### src/rtl/clk_div_pkg.sv
// Shared constants and helpers for the multi-channel clock divider.
package clk_div_pkg;
    localparam int CNT_W_DEF       = 8;
    localparam int DEFAULT_DIV_DEF = 2;

    // Channel-select width; a single channel still needs a one-bit select port.
    function automatic int sel_width(input int n);
        return (n > 1) ? $clog2(n) : 1;
    endfunction

    function automatic logic legal_div(input logic [31:0] val);
        return val != 32'd0;
    endfunction
endpackage

### src/rtl/clk_div_chan.sv
// One divider channel: free-running counter, active/staged divisor, and
// registered tick / divided-clock / ack outputs.
module clk_div_chan
    import clk_div_pkg::*;
#(
    parameter int CNT_W       = CNT_W_DEF,
    parameter int DEFAULT_DIV = DEFAULT_DIV_DEF
) (
    input  logic             clock,
    input  logic             reset,
    input  logic             i_en,
    input  logic             i_sync,
    input  logic             i_wr,
    input  logic [CNT_W-1:0] i_val,
    output logic             o_tick,
    output logic             o_clk,
    output logic             o_pend,
    output logic             o_ack
);
    logic [CNT_W-1:0] r_cnt;
    logic [CNT_W-1:0] r_div;
    logic [CNT_W-1:0] r_stage;
    logic             r_pend;
    logic             r_tick;
    logic             r_clk;
    logic             r_ack;

    logic             w_wrap;
    logic [CNT_W-1:0] w_cnt_next;
    logic             w_clk_next;

    assign w_wrap     = i_en && (r_cnt == (r_div - CNT_W'(1)));
    assign w_cnt_next = w_wrap ? '0 : (r_cnt + CNT_W'(1));
    assign w_clk_next = (r_cnt < (r_div >> 1));

    always_ff @(posedge clock) begin
        if (reset) begin
            r_cnt   <= '0;
            r_div   <= CNT_W'(DEFAULT_DIV);
            r_stage <= CNT_W'(DEFAULT_DIV);
            r_pend  <= 1'b0;
            r_tick  <= 1'b0;
            r_clk   <= 1'b0;
            r_ack   <= 1'b0;
        end else if (i_sync) begin
            r_cnt  <= '0;
            r_tick <= 1'b0;
            r_clk  <= 1'b0;
            r_ack  <= 1'b0;
            // A write arriving with sync bypasses staging and applies at once.
            if (i_wr) begin
                r_div  <= i_val;
                r_pend <= 1'b0;
                r_ack  <= 1'b1;
            end else if (r_pend) begin
                r_div  <= r_stage;
                r_pend <= 1'b0;
                r_ack  <= 1'b1;
            end
        end else begin
            r_ack  <= 1'b0;
            r_tick <= 1'b0;
            if (i_en) begin
                r_cnt  <= w_cnt_next;
                r_tick <= w_wrap;
                r_clk  <= w_clk_next;
            end
            if (w_wrap && r_pend) begin
                r_div  <= r_stage;
                r_pend <= 1'b0;
                r_ack  <= 1'b1;
            end
            // Placed last so a write on the wrap cycle re-arms pend after the old value applies.
            if (i_wr) begin
                r_stage <= i_val;
                r_pend  <= 1'b1;
            end
        end
    end

    assign o_tick = r_tick;
    assign o_clk  = r_clk;
    assign o_pend = r_pend;
    assign o_ack  = r_ack;
endmodule

### src/rtl/clk_div_multi.sv
// Multi-channel clock-enable / divided-clock generator: write decode, error
// flag and sync/reset broadcast around NUM_CH independent channels.
module clk_div_multi
    import clk_div_pkg::*;
#(
    parameter int NUM_CH      = 4,
    parameter int CNT_W       = CNT_W_DEF,
    parameter int DEFAULT_DIV = DEFAULT_DIV_DEF,
    localparam int SEL_W      = sel_width(NUM_CH)
) (
    input  logic              clock,
    input  logic              reset,
    input  logic              div_wr,
    input  logic [SEL_W-1:0]  div_sel,
    input  logic [CNT_W-1:0]  div_val,
    input  logic              sync,
    input  logic [NUM_CH-1:0] en,
    output logic [NUM_CH-1:0] tick,
    output logic [NUM_CH-1:0] clk_out,
    output logic [NUM_CH-1:0] pend,
    output logic [NUM_CH-1:0] div_ack,
    output logic              div_err
);
    logic              w_sel_ok;
    logic              w_val_ok;
    logic              w_wr_ok;
    logic [NUM_CH-1:0] w_wr_ch;
    logic              r_err;

    assign w_sel_ok = ({{(32-SEL_W){1'b0}}, div_sel} < 32'(NUM_CH));
    assign w_val_ok = legal_div(32'(div_val));
    assign w_wr_ok  = div_wr && w_sel_ok && w_val_ok;

    always_ff @(posedge clock) begin
        if (reset) begin
            r_err <= 1'b0;
        end else begin
            r_err <= div_wr && !(w_sel_ok && w_val_ok);
        end
    end

    assign div_err = r_err;

    genvar gi;
    generate
        for (gi = 0; gi < NUM_CH; gi++) begin : g_chan
            assign w_wr_ch[gi] = w_wr_ok && (div_sel == SEL_W'(gi));

            clk_div_chan #(
                .CNT_W       (CNT_W),
                .DEFAULT_DIV (DEFAULT_DIV)
            ) u_chan (
                .clock  (clock),
                .reset  (reset),
                .i_en   (en[gi]),
                .i_sync (sync),
                .i_wr   (w_wr_ch[gi]),
                .i_val  (div_val),
                .o_tick (tick[gi]),
                .o_clk  (clk_out[gi]),
                .o_pend (pend[gi]),
                .o_ack  (div_ack[gi])
            );
        end
    endgenerate
endmodule

### config.mk
export PLATFORM = sky130hd
export DESIGN_NAME = clk_div_multi
export DESIGN_NICKNAME = d
export VERILOG_FILES = /design/src/rtl/clk_div_pkg.sv /design/src/rtl/clk_div_chan.sv /design/src/rtl/clk_div_multi.sv
export SDC_FILE = /design/constraint.sdc
export NUM_CORES = 1
export LEC_CHECK = 0
export CAP_MARGIN = 20
export CORE_MARGIN = 2
export CORE_UTILIZATION = 40
export CTS_BUF_LIST = sky130_fd_sc_hd__clkbuf_4 sky130_fd_sc_hd__clkbuf_8
export DETAILED_ROUTE_END_ITERATION = 10
export HOLD_SLACK_MARGIN = 0.05
export PLACE_DENSITY = 0.65
export SLEW_MARGIN = 20
export SYNTH_ARGS = -nofsm -noshare
export SYNTH_HDL_FRONTEND = slang
export SYNTH_SLANG_ARGS = --single-unit
export TNS_END_PERCENT = 50
### constraint.sdc
create_clock -name clock -period 3.1 [get_ports clock]
set_input_delay 0.62 -clock clock [delete_from_list [all_inputs] [get_ports clock]]
set_output_delay 0.62 -clock clock [all_outputs]
set_load 0.05 [all_outputs]
Yosys cells after proc, flatten, opt, wreduce, memory -nomap -nowiden
Cells that the tools add are included.

cells by class
  add/subtract/negate cells = 8
  $mul = 0
  div/mod/pow operators = 0
  order comparisons = 4
  equal/unequal tests = 11
  shifts and indexed selects = 0
  muxes and demuxes = 44
  bitwise operators = 5
  reductions and logical operators = 38

operators by type and width
  operator             count
  $mux 8               20
  $add 8x1->8 const B  4
  $eq 8x8->1           4
  $lt 8x7->1           4
  $sub 8x1->8 const B  4
  $mux 1               24
  $reduce_and 2->1     8
  $reduce_bool 2->1    8
  $logic_and 1x1->1    14
  $ne 3x1->1 const B   4
  $reduce_or 3->1      4
  $reduce_bool 8->1    1
  $not 1->1            5
  $eq 2x2->1 const B   2
  $eq 2x1->1 const B   1
  $logic_not 2->1      1
  $reduce_or 2->1      1
  $logic_not 1->1      1

storage, ports and cells
  register bits = 113
  latch bits = 0
  bits in writable memories = 0
  ROM bits = 0
  input bits = 18
  logic and storage cells = 139
  memories = 0

Logic depth before layout (Yosys ltp)
  word-level depth = 6
  depth in mapped cells = 10
  depth with buffers taken out = 8

Modules after synthesis
A second synthesis with hierarchy kept.

second synthesis, totals
  cell total of the unflattened synthesis = 732
  area total of the unflattened synthesis = 6422.4 sq um

modules (own cells, without submodules)
  module         instances  cells each  area an instance (sq um)  sequential area each (sq um)
  clk_div_chan   4          180         1580.3                    560.5
  clk_div_multi  1          12          101.3                     20.0

Least setup slack after synthesis
No wires, ideal clock.

  kind = input -> register
  from = input port div_val[1]
  to = register g_chan[3].u_chan.r_div[4]
  setup time = 0.116 ns
  data arrival time = 2.441 ns
  slack = 0.543 ns
  cell stages on the path = 8
  buffers on the path = 3
  cell sequence = clkbuf_1 -> nor4_2 -> a211o_1 -> buf_2 -> nand2_1 -> or2_1 -> buf_2 -> o211a_1

on the way
  cells in the longest elaborated chain, start to end = 5

ends and longest elaborated chain
  item                                                         line                 source
  start, declared                                              clk_div_multi.sv:15  input logic [CNT_W-1:0] div_val,
  $reduce_bool 8->1 *                                          clk_div_pkg.sv:12    return val != 32'd0;
  $logic_and 1x1->1 *                                          clk_div_multi.sv:32  assign w_wr_ok = div_wr && w_sel_ok && w_val_ok;
  $logic_and 1x1->1 *                                          clk_div_multi.sv:47  assign w_wr_ch[gi] = w_wr_ok && (div_sel == SEL_W'(gi));
  $ne 3x1->1 (no line) / $mux 8 (equally long branches)        -
  $reduce_and 2->1 (no line) / $mux 8 (equally long branches)  -
  end signal, assigned                                         clk_div_chan.sv:52   r_div <= i_val;
  end signal, assigned                                         clk_div_chan.sv:56   r_div <= r_stage;
  end signal, assigned                                         clk_div_chan.sv:69   r_div <= r_stage;
  end, declared                                                clk_div_chan.sv:21   logic [CNT_W-1:0] r_div;

Every way passes the cells marked *; elsewhere a longest branch is shown, timed or not.
A chain may end at the register's enable or synchronous reset.

Worst setup path after layout
  from = register g_chan[2].u_chan.r_div[0]
  to = register g_chan[2].u_chan.r_pend

on the way
  cells in the longest elaborated chain, start to end = 5

ends and longest elaborated chain
  item                         line                source
  start, declared              clk_div_chan.sv:21
  start signal, assigned       clk_div_chan.sv:39  r_div <= CNT_W'(DEFAULT_DIV);
  start signal, assigned       clk_div_chan.sv:52
  start signal, assigned       clk_div_chan.sv:56
  $sub 8x1->8                  clk_div_chan.sv:32  assign w_wrap = i_en && (r_cnt == (r_div - CNT_W'(1)));
  $eq 8x8->1                   clk_div_chan.sv:32
  $logic_and 1x1->1            clk_div_chan.sv:32
  $logic_and 1x1->1            clk_div_chan.sv:68  if (w_wrap && r_pend) begin
  $reduce_bool 2->1 (no line)  -
  end signal, assigned         clk_div_chan.sv:41  r_pend <= 1'b0;
  end signal, assigned         clk_div_chan.sv:70  r_pend <= 1'b0;
  end signal, assigned         clk_div_chan.sv:76  r_pend <= 1'b1;
  end, declared                clk_div_chan.sv:23  logic r_pend;

Every way passes these cells.

==> flow_summary.rst <==
.. list-table::
   :header-rows: 1

   * - Metric
     - Value
   * - Outcome
     - finished clean
   * - Iteration-0 DRC Markers
     - 330
   * - Worst Max-Slew Pin Slew
     - 0.875 ns
   * - Leading cell types by total area after synthesis
     - sky130_fd_sc_hd__dfxtp_1 (35%), sky130_fd_sc_hd__mux2i_1 (7.4%), sky130_fd_sc_hd__ha_1 (6.2%)
   * - Nature of the critical path endpoint
     - flop
   * - Initial antenna violation count
     - 0
   * - Top routing layer used
     - met4
   * - Number of filler cells placed in the layout
     - 1554
   * - Post-route cell area
     - 7400 um2
   * - VDD IR-drop max
     - roughly 0.28 mV
   * - Crit-path max FO
     - 7
   * - Die Span Y
     - around 130 um
   * - Crit path DAT
     - 3.09 ns
   * - Final Hold Vio Count
     - 0
   * - Data required, critical path
     - 3.42 ns
   * - Global placement routability congestion
     - approximately 0.82
   * - Layout cell share with drive strength beyond 1
     - 11.4%
   * - Floorplan die area
     - around 17000 um2
   * - Synthesized instance count
     - roughly 720
   * - Setup repair after global routing missed its margin
     - false
   * - Post-DRT Antenna Nets
     - 0
   * - Top-Level Pins
     - 35
   * - Share of synthesized registers carrying an async set or reset
     - 0%
   * - Post CTS Setup Buffer Count
     - 0
   * - Final WS setup
     - 0.332 ns
   * - Post-detailed-route via-to-cell ratio
     - just over 5
   * - Met2 WL post-DR
     - 6.04 mm
   * - CP Class
     - flop to flop
   * - Number of synthesized flops with an enable pin
     - 0
   * - Number of hold buffers added after CTS
     - 0
   * - Post-place setup slack
     - roughly 0.16 ns
   * - Leading register cell type out of synthesis
     - sky130_fd_sc_hd__dfxtp_1
   * - Library cell with the largest summed area after synthesis
     - sky130_fd_sc_hd__dfxtp_1
   * - Met3 Wirelength
     - 616 um
   * - CP Launch Type
     - flop
   * - Clock insertion delay at the later pin of the skew report
     - 0.44 ns
   * - Worst min-delay path class
     - flop to flop
   * - Setup Viol. Count Final
     - 0
   * - Skew final
     - 0.00805 ns
   * - Most frequent cell after synthesis
     - sky130_fd_sc_hd__dfxtp_1
   * - Final critical path time including I/O delays and setup
     - 2.77 ns
   * - Number of placement rows
     - 46
   * - Distinct cells, synth
     - 58
   * - Ant diodes
     - 0
   * - Total number of nets in the final design
     - 801
   * - Worst slew margin relative to its limit
     - 41.4%
   * - Clk Tree Root Cell
     - sky130_fd_sc_hd__clkbuf_8
   * - Htree depth
     - 4
   * - Pre-Repair DR Iteration Count
     - 4
   * - CTS tree
     - yes
   * - Post-synth top cells
     - sky130_fd_sc_hd__dfxtp_1 (113), sky130_fd_sc_hd__nor2_1 (80), sky130_fd_sc_hd__mux2i_1 (48), sky130_fd_sc_hd__inv_1 (37), sky130_fd_sc_hd__ha_1 (32)
   * - Width of the chip
     - 131 um
   * - Max-cap check violation count
     - 0
   * - Layout Area Growth over Synthesis
     - 14.7%
   * - TritonCTS sink count
     - 113
   * - Initial core utilization
     - around two fifths
   * - Total CTS buffers
     - 17
   * - FMAX
     - around 360 MHz
   * - CTS Buffer Depth
     - 2
   * - Routed vias
     - 5084
   * - Number of global-route vias before repair
     - between 4000 and 5000
   * - Total length of routed wires
     - approximately 14 mm
   * - Register clock-pin slew on the reported worst setup and hold paths
     - 0.07 ns
   * - Overall global routing resource usage
     - 17.5%
   * - Detailed-routing wirelength on met1
     - between 7 and 8 mm
   * - Count of cells resized by post-cts repair
     - 0
   * - Core Region
     - about 16000 um2
   * - PwrDens
     - 454 nW/um2
   * - Setup TNS Final
     - 0 ns
   * - Mean area per synthesized cell
     - between 8 and 9 um2
   * - Final slew viol count
     - 0
   * - Part of the Yosys area used for sequential elements
     - 35.1%
   * - Synth Cell Area
     - between 6000 and 7000 um2
   * - Largest net degree at the start of global routing
     - 30
   * - First-pass GRT wire length
     - around 23 mm
   * - Yosys top cell area share
     - between 30% and 40%
   * - WL/cell
     - 14.5 um
   * - Total placed cells including tap cells
     - 948
   * - Flip-flop and latch count after synthesis
     - about 110
   * - Final cell count without fillers
     - approximately 1000
   * - Lkg Pwr
     - about 3.1 nW
   * - Final worst-path cycle share
     - 89.3%
   * - DR DRC count
     - 0
   * - Total global routing overflow
     - 0
   * - Placed Area
     - 6980 um2
   * - Post-detail-place hpwl
     - 10.2 mm
   * - Synth Warn #
     - 0
   * - Mapped Nets
     - 773
   * - Number of port buffers
     - 34
==> registers in the layout, indices dropped and copies added, names as in the netlist <==
| name | count |
|---|---|
| g_chan.u_chan.o_pend | 4 |
| g_chan.u_chan.o_clk | 4 |
| g_chan.u_chan.o_tick | 4 |
| g_chan.u_chan.o_ack | 4 |
| g_chan.u_chan.r_div | 32 |
| g_chan.u_chan.r_cnt | 32 |
| div_err | 1 |
| g_chan.u_chan.r_stage | 32 |
==> through the flow <==
| step | power (mW) | hold slack (ns) | utilization [%] |
|---|---|---|---|
| 3_3_place_gp | 1.88 | 0.450 | 44.1 |
| 5_1_grt | 3.51 | 0.513 | 46.8 |
| 4_1_cts | 3.39 | 0.475 | 46.8 |
| 2_1_floorplan | 1.77 | 0.433 | - |
| 3_5_place_dp | 1.88 | 0.456 | 44.1 |
| 6_report | 3.36 | 0.477 | 46.8 |
==> cells by family (layout without fill, tap and decap cells) <==
kind of cell / Yosys count / count (layout) / synth area share (%)
AOI/OAI and AO/OA: 133 / 133 / 15.4
xor gates and xnor gates: 55 / 55 / 7.47
adders and majority gates: 32 / 32 / 6.21
buffers and inverters: 87 / 127 / 6.23
DFF: 113 / 113 / 35.1
muxes: 62 / 62 / 9.89
and+or+nand+nor: 241 / 241 / 19.8
==> cells in the final DEF (no fill, tap or decap), drive strengths merged, types with 22 or more instances in the layout <==
master,count
dfxtp,113
nor2,81
mux2i,48
inv,38
clkdlybuf4s50,33
ha,32
nand2,31
xor2,31
o211a,28
buf,25
o21ai,25
xnor2,24
nand3,22
==> area by class of cell <==
| cell class | count | area [um2] | share of cell area (%) |
|---|---|---|---|
| inverters | 38 | 143 | 1.93 |
| flip-flops and latches | 113 | 2260 | 30.6 |
| clock inverters | 14 | 190 | 2.57 |
| clock buffers | 17 | 234 | 3.16 |
| repair buffers | 58 | 515 | 6.97 |
| well taps | 216 | 270 | 3.65 |
| multi-input cells | 523 | 3790 | 51.2 |
==> metal layers <==
metal,track usage [%],up-vias
li1,-,2613
met1,25.5,2374
met2,25.4,85
met3,4.64,12
met4,5.32,0
met5,0,-
==> report_power, final <==
part           internal, mW  switching (mW)
logic                 0.141           0.189
clock network         0.868           0.649
registers              1.48          0.0320
total                  2.49           0.870
==> path summary, 6_finish.rpt <==
path	startpoint	to	slack, ns	depth (start not counted)
worst max-delay path	g_chan[2].u_chan.r_div[0]	g_chan[2].u_chan.o_pend	0.33	8
worst min-delay path	g_chan[1].u_chan.r_stage[1]	g_chan[1].u_chan.r_stage[1]	0.48	2
worst max register to register	g_chan[2].u_chan.r_div[0]	g_chan[2].u_chan.o_pend	0.33	8
worst min register to register	g_chan[1].u_chan.r_stage[1]	g_chan[1].u_chan.r_stage[1]	0.48	2
==> worst max-delay path: stages (launching register included) <==
cell	delay, ns
sky130_fd_sc_hd__dfxtp_1	0.36
sky130_fd_sc_hd__inv_1	0.09
sky130_fd_sc_hd__ha_1	0.21
sky130_fd_sc_hd__or3b_2	0.48
sky130_fd_sc_hd__or4_1	0.40
sky130_fd_sc_hd__a211oi_1	0.34
sky130_fd_sc_hd__o211a_1	0.30
sky130_fd_sc_hd__nand2b_1	0.33
sky130_fd_sc_hd__o22ai_1	0.13
Note: power is estimated with default switching activity, not from simulation.
==> patch 1: new RTL, same settings <==
Put one more register stage on the output `div_err`, cleared by the reset. The value now appears one clock later. The other outputs are not delayed to match.
--- a/src/rtl/clk_div_multi.sv
+++ b/src/rtl/clk_div_multi.sv
@@ -40,5 +40,11 @@
     end
 
-    assign div_err = r_err;
+    always_ff @(posedge clock) begin
+        if (reset) begin
+            div_err <= '0;
+        end else begin
+            div_err <= r_err;
+        end
+    end
 
     genvar gi;
Function: changed (a bounded check fails within 4 cycles, from zero or initial values and one cycle with reset high).
==> patch 1 against the original RTL <==
- clock skew is 0.0035 ns higher
- cell area is 2.6% higher
- worst setup slack better by 0.013 ns
- routed wire length is 2.9% higher
- power is 5.1% higher
- area after synthesis is 1.8% higher
- combinational power is 7.9% lower
- sequential cell count is 1 higher
- critical path type unchanged
- critical endpoint is now g_chan[2].u_chan.r_div[2]
==> patch 1: results (changes against the original RTL) <==
- Status: completed
- Worst slew pin tran: 0.899 ns (+0.0238 ns)
- Post-Place Cell Area: 7110 um^2 (+1.9%)
- Largest net degree at the start of global routing: 71 (+140%)
- Vias in the first global route: 4,666 (-0.32%)
- Critical Path Fanout Max: 9 (+2)
- Synth Area in XOR/XNOR: 0.0774 (+0.00271)
- Layout Nets: 819 (+2.2%)
- Syn nets: 792 (+2.5%)
- HPWL after detailed placement: 10,300 um (+1.5%)
- Fillers: 1,591 (+2.4%)
- Worst R2R End: g_chan[2].u_chan.r_div[2]
- Total GRT Usage: 0.170 (-0.00510)
- Critical-path top delay cell: or4_1
- Post-Synth Adder-Cell Area: 0.0610 (-0.00108)
- Seq/Total Area, Yosys: 0.348 (-0.00303)
- Post-synthesis mux area share: 0.104 (+0.00457)
- WHS Endpoint: div_err
- Final wirelength: 14,600 um (+2.9%)
- Yosys cell types: 63 (+8.6%)
- First-pass GRT wire length: 23,900 um (+2.2%)
- Crit path DAT: 3.12 ns (+0.03 ns)
- Crit-path max cell delay: 0.53 ns (+0.05 ns)
- Drt via density: 5.16 (-0.71%)
- Initial DRC count: 378 (+15%)
- LEAKAGE: 2.83 nW (-8.2%)
- Top post-synthesis cells by area: dfxtp_1 (35%), mux2i_1 (9.1%), ha_1 (6.1%)
- Compound-Gate Fraction of Synth Area: 0.140 (-0.0131)
- Skew final: 0.0115 ns (+0.00347 ns)
- Routability cong.: 0.795 (-3.1%)
- Hold_sp: r_err
- Worst hold stages: 1 (-1)
- Synth top cells by count: dfxtp_1 (114), nor2_1 (97), mux2i_1 (60)
[patch 1: cell count changes after synthesis, sizes merged, moves of 6 or more]
| cell | before | now |
|---|---|---|
| o211a | 28 | 5 |
| o21ai | 25 | 11 |
| mux2 | 14 | 7 |
| nor2 | 81 | 98 |
| buf | 24 | 32 |
| mux2i | 48 | 60 |
| a21oi | 19 | 28 |
| nor2b | 7 | 15 |
| a311oi | 0 | 7 |
| nor3 | 9 | 15 |
[patch 1: layer usage]
metal / GRT usage / vias to the layer above / wire length [um]
li1: - / 2667 / -
met1: 0.238 / 2388 / 7480
met2: 0.256 / 73 / 6410
met3: 0.0392 / 18 / 476
met4: 0.0616 / 0 / 213
met5: 0 / - / 0
[patch 1: cell type report]
cell class              count  area [um^2]  area share
flip-flops and latches    114         2280       0.301
repair buffers             63          566      0.0745
well taps                 216          270      0.0356
clock buffers              18          248      0.0326
clock inverters            14          235      0.0310
multi-input cells         537         3860       0.508
inverters                  36          135      0.0178
[patch 1: worst max path at each step]
stage	from	endpoint	slack, ns	cells past startpoint
after global placement	div_val[3]	g_chan[2].u_chan.r_div[7]	0.22	8
after CTS	g_chan[1].u_chan.r_div[0]	g_chan[1].u_chan.o_pend	0.36	8
final	g_chan[2].u_chan.r_div[0]	g_chan[2].u_chan.r_div[2]	0.34	8
after detailed placement	div_val[3]	g_chan[2].u_chan.r_div[3]	0.14	8
after global routing	g_chan[1].u_chan.r_div[0]	g_chan[1].u_chan.o_pend	0.16	8
after floorplan	div_val[3]	g_chan[3].u_chan.r_div[0]	0.50	8
[patch 1: report_power, final]
part	leakage [nW]	switching, W	total (W)	internal [W]
logic	1.67	0.000178	0.000304	0.000126
registers	0.922	0.0000221	0.00151	0.00149
clock network	0.235	0.000663	0.00172	0.00106
[patch 1: through the flow]
step / hold slack, ns / std cells / utilization / setup slack (ns)
after floorplan: 0.414 / 742 / - / 0.497
after global placement: 0.444 / 966 / 0.446 / 0.223
after detailed placement: 0.432 / 966 / 0.446 / 0.144
after CTS: 0.458 / 998 / 0.476 / 0.356
after global routing: 0.474 / 998 / 0.476 / 0.156
final: 0.457 / 998 / 0.476 / 0.345
[patch 1: kinds of logic after synthesis]
logic type	count (synthesis)
AOI/OAI and AO/OA	121
xor gates and xnor gates	58
adders and majority gates	32
buffers and inverters	91
DFF	114
muxes	67
and+or+nand+nor	259
[patch 1: worst register-to-register path, delay by kind of cell, from the launching register on]
family / cells / cell delay [ns]
AND/OR/NAND/NOR: 3 / 1.37
adder cells (fa/ha/maj): 1 / 0.24
buffers and inverters: 1 / 0.11
flip-flops: 1 / 0.36
AO/OA/AOI/OAI: 3 / 0.60
==> patch 2: new RTL, config.mk and constraints unchanged <==
Without the edit above. `NUM_CH`: 4 -> 2.
--- a/src/rtl/clk_div_multi.sv
+++ b/src/rtl/clk_div_multi.sv
@@ -4,5 +4,5 @@
     import clk_div_pkg::*;
 #(
-    parameter int NUM_CH      = 4,
+    parameter int NUM_CH      = 2,
     parameter int CNT_W       = CNT_W_DEF,
     parameter int DEFAULT_DIV = DEFAULT_DIV_DEF,
Ports: changed (6 resized); port bits go from 35 to 24. No check against the original RTL was run, so the function may have changed too.
==> patch 2 against the original RTL <==
- routed wire length is 47% lower
- die area is 47% lower
- worst hold slack worse by 0.0056 ns
- power is 44% lower
- first-iteration DRC count is 62% lower
- non-clock buffer count is 18 lower
- area after synthesis is 49% lower
- worst setup slack better by 0.24 ns
- sequential cell count is 56 lower
- cell area is 47% lower
- clock skew is 0.0049 ns higher
- clock power is 42% lower
- critical path type unchanged
- largest power group is now clock
==> patch 2: results (changes against the original RTL) <==
- Critical-path top delay cell: nor4_2
- Via Count: 2,852 (-44%)
- Synthesized instance count: 396 (-45%)
- Yosys cell types: 43 (-26%)
- Wirelength per Cell: 14.1 um (-2.4%)
- Final wirelength: 7570 um (-47%)
- Place WS: 0.276 ns (+0.119 ns)
- Initial DRC count: 126 (-62%)
- Total CTS buffers: 9 (-8)
- First-pass GRT wire length: 12,900 um (-45%)
- Status: completed
- Seq/Total Area, Yosys: 0.344 (-0.00697)
- Largest net degree at the start of global routing: 29 (-3.3%)
- Placed cells: 520 (-45%)
- Share of post-route cells with drive strength above 1: 0.0928 (-0.0212)
- Layout Nets: 457 (-43%)
- Skew final: 0.0130 ns (+0.00491 ns)
- Worst slew pin tran: 0.560 ns (-0.315 ns)
- Crit-path leading delay family: compound AO/OA/AOI/OAI gates
- Biggest regs: g_chan.u_chan.r_cnt x16, g_chan.u_chan.r_div x16, g_chan.u_chan.r_stage x16
- I/O Buffers: 23 (-32%)
- CTS H-tree depth: 3 (-1)
- Total GRT Usage: 0.182 (+0.00676)
- Top post-synthesis cells by area: dfxtp_1 (34%), mux2i_1 (6.9%), ha_1 (6.0%)
- Peak supply drop: 237 uV (-14%)
- Crit path DAT: 2.76 ns (-0.33 ns)
- HPWL after detailed placement: 5570 um (-45%)
- Critical Path Fanout Max: 9 (+2)
- Syn nets: 427 (-45%)
- Worst-skew pair later-pin latency: 0.34 ns (-0.10 ns)
- LEAKAGE: 1.52 nW (-51%)
## patch 2: metal layers
layer,vias up,part of all wire,global-route usage
li1,1450,-,-
met1,1342,0.49,0.244
met2,46,0.46,0.285
met3,14,0.030,0.0348
met4,0,0.022,0.0797
met5,-,0,0
## patch 2: tightest hold or removal path: cells and delay by family, from the launching register on
kind,cells,cell delay (ns)
flops,1,0.32
mux,1,0.06
simple gates,1,0.06
## patch 2: power breakdown
part / switching [W] / total (W) / internal [W]
sequential: 0.0000268 / 0.000782 / 0.000755
clock: 0.000336 / 0.000878 / 0.000542
combinational: 0.000126 / 0.000232 / 0.000106
## patch 2: area by class of cell
cell class / count / area, um^2
well taps: 105 / 131
clock inverters: 7 / 124
fillers: 771 / 4190
repair buffers: 40 / 358
flip-flops and latches: 57 / 1140
multi-input cells: 298 / 1990
inverters: 20 / 75.1
clock buffers: 9 / 124
## patch 2: path summary, 6_finish.rpt
| kind | from | to | slack (ns) |
|---|---|---|---|
| worst max register to register | g_chan[0].u_chan.r_div[0] | g_chan[0].u_chan.r_div[1] | 0.57 |
| worst min-delay path | g_chan[1].u_chan.r_stage[1] | g_chan[1].u_chan.r_stage[1] | 0.47 |
| worst max-delay path | g_chan[0].u_chan.r_div[0] | g_chan[0].u_chan.r_div[1] | 0.57 |
| worst min register to register | g_chan[1].u_chan.r_stage[1] | g_chan[1].u_chan.r_stage[1] | 0.47 |
## patch 2: logic make-up (layout without fill, tap and decap cells)
kind of cell,Yosys count,after routing,synth area share
simple gates,156,156,0.232
compound gates,68,68,0.145
flops,57,57,0.344
buf+inv,41,76,0.0569
xor+xnor,35,35,0.0923
mux,23,23,0.0694
fa+ha+maj,16,16,0.0603
